--- config.mk ---
export PLATFORM = sky130hd
export DESIGN_NAME = mux_16x1_tdm
export DESIGN_NICKNAME = d
export VERILOG_FILES = /design/src/rtl/mux16_pkg.sv /design/src/rtl/mux_16x1_tdm_rr_pick16.sv /design/src/rtl/mux_16x1_tdm.sv
export SDC_FILE = /design/constraint.sdc
export NUM_CORES = 1
export LEC_CHECK = 0
export CAP_MARGIN = 20
export CELL_PAD_IN_SITES_DETAIL_PLACEMENT = 1
export CELL_PAD_IN_SITES_GLOBAL_PLACEMENT = 2
export CORE_UTILIZATION = 35
export CTS_BUF_LIST = sky130_fd_sc_hd__clkbuf_8
export DETAILED_ROUTE_END_ITERATION = 10
export GPL_ROUTABILITY_DRIVEN = 0
export HOLD_SLACK_MARGIN = 0.1
export PLACE_DENSITY_LB_ADDON = 0.2
export RECOVER_POWER = 25
export SLEW_MARGIN = 10
export SYNTH_ARGS = -nofsm -noshare
export SYNTH_HDL_FRONTEND = slang
export SYNTH_SLANG_ARGS = --single-unit
--- constraint.sdc ---
create_clock -name clk -period 10.8 [get_ports clk]
set_input_delay 2.16 -clock clk [delete_from_list [all_inputs] [get_ports clk]]
set_output_delay 2.16 -clock clk [all_outputs]
set_load 0.005 [all_outputs]
--- src/rtl/mux16_pkg.sv ---
// Shared constants, FSM state type and lane decode helper for the 16:1 TDM multiplexer.
package mux16_pkg;
    localparam int LANES = 16;
    localparam int SEL_W = 4;
    localparam int CNT_W = 8;

    typedef enum logic [1:0] {
        IDLE = 2'd0,
        SEND = 2'd1,
        ACK  = 2'd2
    } state_t;

    function automatic logic [LANES-1:0] lane_onehot(input logic [SEL_W-1:0] sel);
        lane_onehot = LANES'(1) << sel;
    endfunction
endpackage

--- src/rtl/mux_16x1_tdm_rr_pick16.sv ---
// Combinational lane search: round-robin from last+1, or lowest index when
// MUX16_FIXED_PRIORITY_EN is defined.
module rr_pick16
    import mux16_pkg::*;
(
    input  logic [LANES-1:0] req,
    input  logic [SEL_W-1:0] last,
    output logic             found,
    output logic [SEL_W-1:0] idx
);

`ifdef MUX16_FIXED_PRIORITY_EN
    logic unused_last;
    assign unused_last = ^last;

    always_comb begin
        found = |req;
        idx   = '0;
        for (int i = LANES - 1; i >= 0; i--) begin
            if (req[i]) idx = SEL_W'(i);
        end
    end
`else
    logic [SEL_W-1:0] lane;

    // Walk the ring backwards so the closest requester after last wins; k=16 revisits last itself.
    always_comb begin
        found = |req;
        idx   = '0;
        lane  = '0;
        for (int k = LANES; k >= 1; k--) begin
            lane = last + SEL_W'(k);
            if (req[lane]) idx = lane;
        end
    end
`endif

endmodule

--- src/rtl/mux_16x1_tdm.sv ---
// 16-lane to 1-bit time-division multiplexer with req/ack handshake per lane and
// valid/ready on the output. Arbitration set by MUX16_FIXED_PRIORITY_EN.
module mux_16x1_tdm
    import mux16_pkg::*;
(
    input  logic             clk,
    input  logic             rst,
    input  logic [LANES-1:0] A,
    input  logic [LANES-1:0] req,
    output logic [LANES-1:0] ack,
    output logic             Y,
    output logic [SEL_W-1:0] S,
    output logic             Y_valid,
    input  logic             Y_ready,
    output logic [CNT_W-1:0] count
);

    state_t           state, state_nxt;
    logic [SEL_W-1:0] last;
    logic             pick_found;
    logic [SEL_W-1:0] pick_idx;

    rr_pick16 u_pick (
        .req   (req),
        .last  (last),
        .found (pick_found),
        .idx   (pick_idx)
    );

    always_comb begin
        state_nxt = state;
        Y_valid   = 1'b0;
        ack       = '0;
        case (state)
            IDLE: if (pick_found) state_nxt = SEND;
            SEND: begin
                Y_valid = 1'b1;
                if (Y_ready) state_nxt = ACK;
            end
            ACK: begin
                ack       = lane_onehot(S);
                state_nxt = IDLE;
            end
            default: state_nxt = IDLE;
        endcase
    end

    // Grant latches the lane in IDLE; completion bookkeeping happens on the accepting edge.
    always_ff @(posedge clk) begin
        if (rst) begin
            state <= IDLE;
            Y     <= 1'b0;
            S     <= '0;
            count <= '0;
            last  <= SEL_W'(LANES - 1);
        end else begin
            state <= state_nxt;
            if (state == IDLE && pick_found) begin
                S <= pick_idx;
                Y <= A[pick_idx];
            end
            if (state == SEND && Y_ready) begin
                count <= count + 1'b1;
                last  <= S;
            end
        end
    end

endmodule
==> impl_metrics.csv, run 1 <==
group,metric,value,unit
synth,synthesis.nets,436,
drt,drt-total-wl,11900,um
synth,synth_xor_area_share,5.63,%
setup_path,worst_setup_path_start_kind,"primary input",
drt,post-route-drc-count,0,
timing,worst_slack,4900,ps
drt,drt_pass1_iterations,5,
timing,hold_viol_final,0,
global_route,grt_max_degree,28,
job,drv_cap,0,
timing,setup_viol,0,
floorplan,die_w,101,um
floorplan,core-area,9330,um2
timing,setup_tns,0,ps
pwr,pwr_density_cell,127,nW/um2
setup_path,crit_fanout,11,
placement,dp_hpwl,9350,um
timing,finalMaxSlewViolations,0,
global_route,antenna_found_initial,0,
synth,ys.flop_type,"dfxtp_1",
floorplan,row_count,35,
cells_and_area,antenna_cells,0,
hold_path,hp-start,"count[1]$_SDFFE_PP0P_",
cells_and_area,nNetsFinal,488,
synth,synth_top_area_share,20.5,%
pwr,peakVddDrop,49.6,uV
pwr,power_frac_comb,72.8,%
pwr,power_frac_seq,17.1,%
timing,grt_setup_unrepaired,"no",
floorplan,initial_core_util,36.5,%
synth,syn_area,3400,um2
global_route,grt_pass1_vias,3425,
drt,wl_per_cell,20.8,um
synth,synthCells,393,
pwr,p_int,0.269,mW
cells_and_area,fin_util,44.6,%
timing,max_clock_freq,0.169,GHz
synth,yosys.area.top_type,"mux4_2",
timing,finalCriticalPeriod,5900,ps
setup_path,worst-setup-path-type,"primary input to flop",
synth,synthMuxAreaShare,36.8,%
drt,vias_per_cell,6.20,
synth,ys_seq_area_share,11.2,%
run_status,outcome,"completed",
timing,maxSlewHeadroom,29.6,%
cells_and_area,fin_cells,573,
drt,final_antenna_net_count,0,
synth,yosysUniqueCellTypes,64,
floorplan,io_pins,65,
placement,port_buffers,64,
placement,post_dp_cell_area,4110,um2
clocking,ctsResizeCount,0,
floorplan,die-area,10100,um2
placement,pre_cts_slack,4660,ps
setup_path,cp-end-kind,"flop",
floorplan,die_height,101,um
pwr,p_leak,1.57,nW
setup_path,cp_cell_sequence,"clkdlybuf4s50_1, mux4_2, mux2i_1, mux2_2, nor2_1, or4_1, o2111ai_1, a21o_1, mux2_1, o31ai_1, o32ai_1, a22o_1",
synth,synthTopCellsByArea,"mux4_2 21%, dfxtp_1 11%, mux2i_1 11%, mux2_2 5.3%, nor2_1 5.3%",
setup_path,cp.required,10960,ps
clocking,ctsHoldBuffers,0,
clocking,path_clk_slew,80,ps
pwr,p_switching,0.258,mW
synth,synth_warnings,0,
clocking,cts.sinks,19,
drt,vias,3554,
timing,worst_pin_slew,1060,ps
drt,drtIter0Drc,207,
synth,synth_edf_count,0,
setup_path,crit_slowest_cell,"mux4_2",
clocking,worstSkewPairLatency,270,ps
setup_path,crit_arrival,6060,ps
timing,finalCritPeriodShare,54.6,%
timing,hold_ws,500,ps
hold_path,min_path_type,"flop to flop",
clocking,htree_levels,1,
setup_path,worstReg2RegStart,"last[1]$_SDFFE_PP1P_",
clocking,cts_root_buf,"clkbuf_8",
clocking,cts_setup_buffers,0,
pwr,finalPower,0.527,mW
clocking,numCtsBuffers,3,
global_route,grt_pass1_wl,18800,um
timing,fin_skew,7.25,ps
synth,synth_fa_ha_area_share,2.94,%
pwr,p_sw_share,49.0,%
pwr,clkPwrFrac,10.1,%
clocking,cts_tree,"yes",
synth,synth-compound-area-share,19.9,%
global_route,grtUsageTotal,23.8,%
cells_and_area,post-route-cell-area,4160,um2
clocking,clock_path_buffers,2,
synth,synth_top_family_by_area,"multiplexers",
cells_and_area,final_layout_size_suffix_gt1_share,14.6,%
synth,synth.avg_cell_area,8.65,um2
setup_path,worstSetupStartpoint,"req[8]",
synth,ys_seq_elements,19,
placement,placed_cells,569,
cells_and_area,layout-area-overhead-vs-synth,22.3,%
global_route,overflow,0,
synth,synthSimpleGateAreaFrac,17.6,%
setup_path,max_stage_delay,580,ps
synth,ys_async_sr_fraction,0,%
## sequential cells by signal, summed over array words and instances, names as in the netlist
register / count
S: 4
Y: 1
count: 8
last: 4
state: 2
## final cells by class
class	instances	area [um2]
clock buffer	3	41.3
clock inverter	1	7.51
fill	1102	5170
inverter	20	75.1
multi-input combinational	332	2820
sequential	19	380
tap	129	161
timing repair buffer	69	678
## logic make-up (layout without fill, tap and decap cells)
| group | after synthesis | count (layout) |
|---|---|---|
| compound gates | 91 | 91 |
| xor+xnor | 21 | 21 |
| mux | 84 | 84 |
| fa+ha+maj | 8 | 8 |
| simple gates | 128 | 128 |
| flops | 19 | 19 |
| buf+inv | 42 | 93 |
## per-layer routing
metal  vias to the layer above  share of wire, %  routed length, um  GRT usage [%]
li1                       1620                 -                  -              -
met1                      1778                46               5490           33.8
met2                       139                47               5560           39.1
met3                        17               6.2                739           2.91
met4                         0               1.3                158           4.12
met5                         -                 0                  0              0
## Yosys cell counts, drive strengths merged (3+ instances only)
cell,n
mux2i,36
a21oi,16
a31oi,5
dfxtp,19
ha,8
mux2,17
nand2,29
xor2,10
o211a,4
inv,17
nor2b,3
nor2,48
xnor2,11
clkbuf,7
o22ai,6
a221o,5
nor3,11
mux4,31
o211ai,5
and3,6
nand3,9
clkinv,3
or3,3
o21ai,12
nor4,4
buf,15
o2111ai,4
a311oi,3
a211oi,10
## worst paths after layout
| path | cells past startpoint | slack [ps] | endpoint |
|---|---|---|---|
| setup / recovery | 12 | 4900 | Y$_SDFFE_PP0P_ |
| hold / removal | 2 | 500 | count[1]$_SDFFE_PP0P_ |
| setup reg to reg | 15 | 5520 | Y$_SDFFE_PP0P_ |
| hold reg to reg | 2 | 500 | count[1]$_SDFFE_PP0P_ |
## cell usage in the layout (no fill, tap or decap), types with 5 or more instances in the layout
cell              n
a211oi_1          7
a21oi_1          16
a221o_1           5
a31oi_1           5
and3_1            6
buf_4             5
clkdlybuf4s50_1  57
dfxtp_1          19
dlygate4sd3_1     7
ha_1              8
inv_1            16
mux2_2           16
mux2i_1          36
mux4_2           31
nand2_1          29
nand3_1           9
nor2_1           48
nor3_1           11
o211ai_1          5
o21ai_0          11
o22ai_1           6
xnor2_1          10
xor2_1           10
## power groups by stage
stage / combinational (mW) / clock [mW] / sequential [mW]
6_report: 0.383 / 0.0533 / 0.0898
5_1_grt: 0.411 / 0.0580 / 0.0915
4_1_cts: 0.380 / 0.0561 / 0.0899
3_5_place_dp: 0.378 / 0 / 0.0916
3_3_place_gp: 0.374 / 0 / 0.0912
2_1_floorplan: 0.278 / 0 / 0.0854
## worst max-delay path, delay by kind of cell
| family | cells | cell delay (ps) |
|---|---|---|
| buffers and inverters | 1 | 570 |
| muxes | 4 | 1670 |
| and+or+nand+nor | 2 | 560 |
| AOI/OAI and AO/OA | 5 | 1090 |
(Power assumes the default switching activity.)
==> inputs of run 2 (changes only) <==
CORE_UTILIZATION = 33   (was 35)
clock period = 5.8 ns   (was 10.8 ns; I/O delays follow)
==> run 2 against run 1 <==
Clock skew shrank 3.0 ps; final cell count is 1.2% higher; first-iteration DRC count decreased by 13%; sequential share of layout area decreased by 0.060 points; non-clock buffer count grew 3; clock-buffer cell count unchanged; register-to-register slack worse by 4600 ps.
==> impl_metrics.csv, run 2 (same netlist as run 1, synthesis figures left out) <==
group,metric,value,unit
run_status,outcome,"completed",
drt,wl_per_cell,20.6,um
floorplan,row_count,36,
setup_path,crit_arrival,5080,ps
cells_and_area,registers.top_by_ff_count,"count",
cells_and_area,nNetsFinal,491,
global_route,grt_pass1_wl,19300,um
clocking,clock_path_buffers,2,
setup_path,cp-end-kind,"flop",
job,drv_cap,0,
drt,vias,3484,
global_route,grt_pass1_vias,3505,
cells_and_area,reg_top3,"count: 8 flops, S: 4 flops, last: 4 flops",
placement,port_buffers,64,
cells_and_area,mostFrequentLayoutCells,"59 x clkdlybuf4s50_1, 48 x nor2_1, 36 x mux2i_1",
floorplan,die-area,10700,um2
drt,final_antenna_net_count,0,
global_route,antenna_found_initial,0,
clocking,cts_setup_buffers,0,
timing,maxSlewHeadroom,41.2,%
setup_path,rr_worst_depth,14,
clocking,cts_tree,"yes",
cells_and_area,antenna_cells,0,
floorplan,die_height,104,um
pwr,p_leak,1.57,nW
cells_and_area,largest_reg_flops,8,
drt,vias_per_cell,6.01,
drt,drtIter0Drc,181,
floorplan,initial_core_util,34.5,%
cells_and_area,fin_util,42.5,%
global_route,grt_max_degree,27,
timing,finalCritPeriodShare,84.0,%
clocking,cts_root_buf,"clkbuf_8",
timing,hold_viol_final,0,
clocking,path_clk_slew,80,ps
setup_path,crit_fanout,25,
timing,fin_skew,4.26,ps
timing,finalMaxSlewViolations,0,
timing,setup_viol,0,
hold_path,min_path_type,"flop to flop",
timing,worst_pin_slew,880,ps
cells_and_area,final_common_cell,"clkdlybuf4s50_1",
setup_path,cp.required,6010,ps
clocking,cts.sinks,19,
global_route,grtUsageTotal,22.1,%
cells_and_area,final_layout_size_suffix_gt1_share,15.2,%
pwr,peakVddDrop,101,uV
drt,post-route-drc-count,0,
clocking,htree_levels,1,
drt,drt_pass1_iterations,4,
timing,finalCriticalPeriod,4870,ps
clocking,ctsResizeCount,0,
drt,drt-total-wl,12000,um
clocking,ctsHoldBuffers,0,
timing,setup_tns,0,ps
floorplan,core-area,9860,um2
pwr,pwr_density_cell,236,nW/um2
pwr,finalPower,0.990,mW
timing,max_clock_freq,0.205,GHz
setup_path,worst-setup-path-type,"flop to flop",
timing,grt_setup_unrepaired,"no",
cells_and_area,layout-area-overhead-vs-synth,23.1,%
setup_path,worst_setup_path_start_kind,"flop",
hold_path,holdPathStages,2,
placement,dp_hpwl,9490,um
floorplan,io_pins,65,
global_route,overflow,0,
timing,hold_ws,500,ps
clocking,worstSkewPairLatency,260,ps
clocking,numCtsBuffers,3,
floorplan,die_w,104,um
[run 2: cell types whose count changed in the layout (fill, tap and decap cells not counted)]
cell | previous run | this run
buf_4 | 5 | 8
clkdlybuf4s50_1 | 57 | 59
dlygate4sd3_1 | 7 | 5
[run 2: final timing paths]
check / start / end / slack (ps)
max: last[2]$_SDFFE_PP1P_ / Y$_SDFFE_PP0P_ / 930
min: count[1]$_SDFFE_PP0P_ / count[1]$_SDFFE_PP0P_ / 500
max reg2reg: last[2]$_SDFFE_PP1P_ / Y$_SDFFE_PP0P_ / 930
min reg2reg: count[1]$_SDFFE_PP0P_ / count[1]$_SDFFE_PP0P_ / 500
[run 2: routing by layer]
layer,share of wire (%),track usage (%)
met5,0,0
met3,3.6,2.52
met1,49,32.1
met4,1.8,4.76
met2,46,35.2
[run 2: worst max-delay path: stages (launching register included)]
cell and delay [ps]:
dfxtp_1 310, buf_4 320, clkinv_1 410, ha_1 710
mux4_2 400, mux2_2 330, mux2i_1 400, nand2_1 200
a311oi_1 270, a311oi_1 150, a211oi_2 520, nor2_1 100
a22o_1 250, o32ai_1 260, a22o_1 170
[run 2: metrics by stage]
step           setup slack, ps  instance area, um2  cells
2_1_floorplan             1630                3400    393
3_3_place_gp               751                4140    576
3_5_place_dp               699                4140    576
4_1_cts                    870                4190    580
5_1_grt                    612                4190    580
6_report                   929                4190    580
[run 2: power by group]
part | total, mW | switching, mW | internal [mW] | leakage, nW
Clock | 0.0982 | 0.0497 | 0.0486 | 0.0217
Sequential | 0.167 | 0.0230 | 0.144 | 0.155
Combinational | 0.725 | 0.410 | 0.314 | 1.40
[run 2: cell type report]
type | count | area [um2]
fill | 1164 | 5680
multi-input combinational | 332 | 2820
timing repair buffer | 72 | 701
sequential | 19 | 380
tap | 133 | 166
inverter | 20 | 75.1
clock buffer | 3 | 41.3
clock inverter | 1 | 7.51
==> inputs of run 3 (changes only) <==
CORE_UTILIZATION = 29   (was 33)
clock period = 4.2 ns   (was 5.8 ns; I/O delays follow)
==> run 3 against run 2 <==
Die area increased by 14%; via count up 11%; global-route usage rose by 1.2 points; critical path type is now primary input to flop; highest routed layer unchanged.
==> impl_metrics.csv, run 3 (same netlist as run 1, synthesis figures left out) <==
group,metric,value,unit
floorplan,die_w,110,um
drt,vias,3883,
clocking,path_clk_slew,80,ps
cells_and_area,antenna_cells,0,
drt,wl_per_cell,20.3,um
clocking,ctsHoldBuffers,0,
global_route,grt_pass1_wl,21500,um
timing,hold_ws,511,ps
timing,worst_slack,170,ps
clocking,clock_path_buffers,2,
setup_path,crit_arrival,4240,ps
drt,drt_pass1_iterations,4,
global_route,grt_pass1_vias,3912,
clocking,htree_levels,1,
hold_path,min_to,"count[1]$_SDFFE_PP0P_",
drt,drtIter0Drc,188,
setup_path,crit_slowest_cell,"mux4_2",
clocking,cts.sinks,19,
setup_path,crit_fanout,7,
setup_path,cp_cell_sequence,"dlygate4sd2_1, mux4_2, mux2_2, a221o_1, buf_4, buf_4, a21oi_1, a221o_1, a211oi_2, o31ai_4, buf_4, mux2_2, a21oi_1, a22o_1",
timing,fin_skew,6.74,ps
pwr,pwr_density_cell,340,nW/um2
clocking,worstSkewPairLatency,260,ps
setup_path,cp.required,4410,ps
timing,max_clock_freq,0.248,GHz
floorplan,die_height,110,um
hold_path,hp-start,"count[1]$_SDFFE_PP0P_",
global_route,grtUsageTotal,23.4,%
cells_and_area,nNetsFinal,582,
setup_path,cpMostUsedCell,"buf_4",
clocking,cts_root_buf,"clkbuf_8",
pwr,peakVddDrop,144,uV
drt,drt-total-wl,13800,um
floorplan,initial_core_util,29.8,%
floorplan,row_count,39,
floorplan,io_pins,65,
floorplan,die-area,12200,um2
global_route,grt_max_degree,27,
placement,placed_cells,669,
timing,hold_viol_final,0,
drt,final_antenna_net_count,0,
floorplan,core-area,11400,um2
placement,pre_cts_slack,-374,ps
setup_path,r2r_slack,210,ps
timing,finalCritPeriodShare,96.0,%
timing,grt_setup_unrepaired,"no",
setup_path,r2r_end,"Y$_SDFFE_PP0P_",
hold_path,holdPathStages,2,
global_route,overflow,0,
timing,maxSlewHeadroom,51.6,%
cells_and_area,registers.top_by_ff_count,"count",
setup_path,worst-setup-path-type,"primary input to flop",
cells_and_area,reg_top3,"count: 8 flops, S: 4 flops, last: 4 flops",
setup_path,worst_setup_path_start_kind,"primary input",
setup_path,rr_worst_depth,15,
setup_path,max_stage_delay,470,ps
timing,setup_tns,0,ps
cells_and_area,mostFrequentLayoutCells,"97 x buf_4, 47 x nor2_1, 41 x clkdlybuf4s50_1",
timing,finalCriticalPeriod,4030,ps
setup_path,cp-end-kind,"flop",
cells_and_area,largest_reg_flops,8,
placement,port_buffers,64,
cells_and_area,fin_cells,681,
hold_path,min_path_type,"flop to flop",
clocking,cts_tree,"yes",
cells_and_area,final_common_cell,"buf_4",
clocking,numCtsBuffers,3,
cells_and_area,layout-area-overhead-vs-synth,47.5,%
timing,finalMaxSlewViolations,0,
drt,post-route-drc-count,0,
job,drv_cap,0,
setup_path,worstReg2RegStart,"last[1]$_SDFFE_PP1P_",
drt,vias_per_cell,5.70,
timing,setup_viol,0,
placement,dp_hpwl,11100,um
pwr,finalPower,1.71,mW
cells_and_area,final_layout_size_suffix_gt1_share,31.8,%
timing,worst_pin_slew,721,ps
pwr,p_leak,2.17,nW
run_status,outcome,"completed",
global_route,antenna_found_initial,0,
==> run 3: cell types whose count changed in the layout (fill, tap and decap cells not counted), moves of 3 or more <==
cell and delta:
mux2i_2 +3, mux2i_1 -3, buf_4 +89, clkdlybuf4s50_1 -18, dlymetal6s2s_1 +14
==> run 3: worst max-delay path, delay by kind of cell <==
| kind | cells | cell delay, ps |
|---|---|---|
| buffers and inverters | 4 | 790 |
| AOI/OAI and AO/OA | 7 | 1530 |
| muxes | 3 | 1080 |
==> run 3: layout make-up <==
cell class                 instances  area [um2]
clock buffer                       3        41.3
clock inverter                     1        7.51
fill                            1347        6400
inverter                          20        75.1
multi-input combinational        332        2900
sequential                        19         380
tap                              143         179
timing repair buffer             163        1430
==> run 3: how the worst max path moves through the flow <==
stage | startpoint | end | depth (start not counted)
after floorplan | last[1]$_SDFFE_PP1P_ | Y$_SDFFE_PP0P_ | 16
after global placement | req[6] | Y$_SDFFE_PP0P_ | 15
after detailed placement | req[6] | Y$_SDFFE_PP0P_ | 15
after CTS | req[10] | Y$_SDFFE_PP0P_ | 12
after global routing | last[1]$_SDFFE_PP1P_ | Y$_SDFFE_PP0P_ | 15
final | req[6] | Y$_SDFFE_PP0P_ | 14
==> run 3: per-stage QoR <==
step	instance area, um2	utilization [%]
floorplan	3400	-
global placement	4790	41.9
detailed placement	4790	41.9
CTS	4860	42.6
global route	5020	43.9
finish	5020	43.9
==> run 3: where the power goes <==
group / internal (mW) / leakage (nW) / switching (mW)
Combinational: 0.679 / 2.00 / 0.666
Sequential: 0.199 / 0.155 / 0.0305
Clock: 0.0670 / 0.0217 / 0.0667
==> run 3: what timing repair did <==
action	CTS	global route
setup endpoints to repair	1	1
pin swaps	2	9
resized for setup	5	28
setup buffers	1	7
==> run 3: metal layers <==
layer  up-vias  part of all wire, %  global-route usage (%)
li1       1813                    -                       -
met1      1964                   45                    32.3
met2        94                   50                    40.1
met3        12                  4.5                    1.94
met4         0                  1.1                    3.76
met5         -                    0                       0
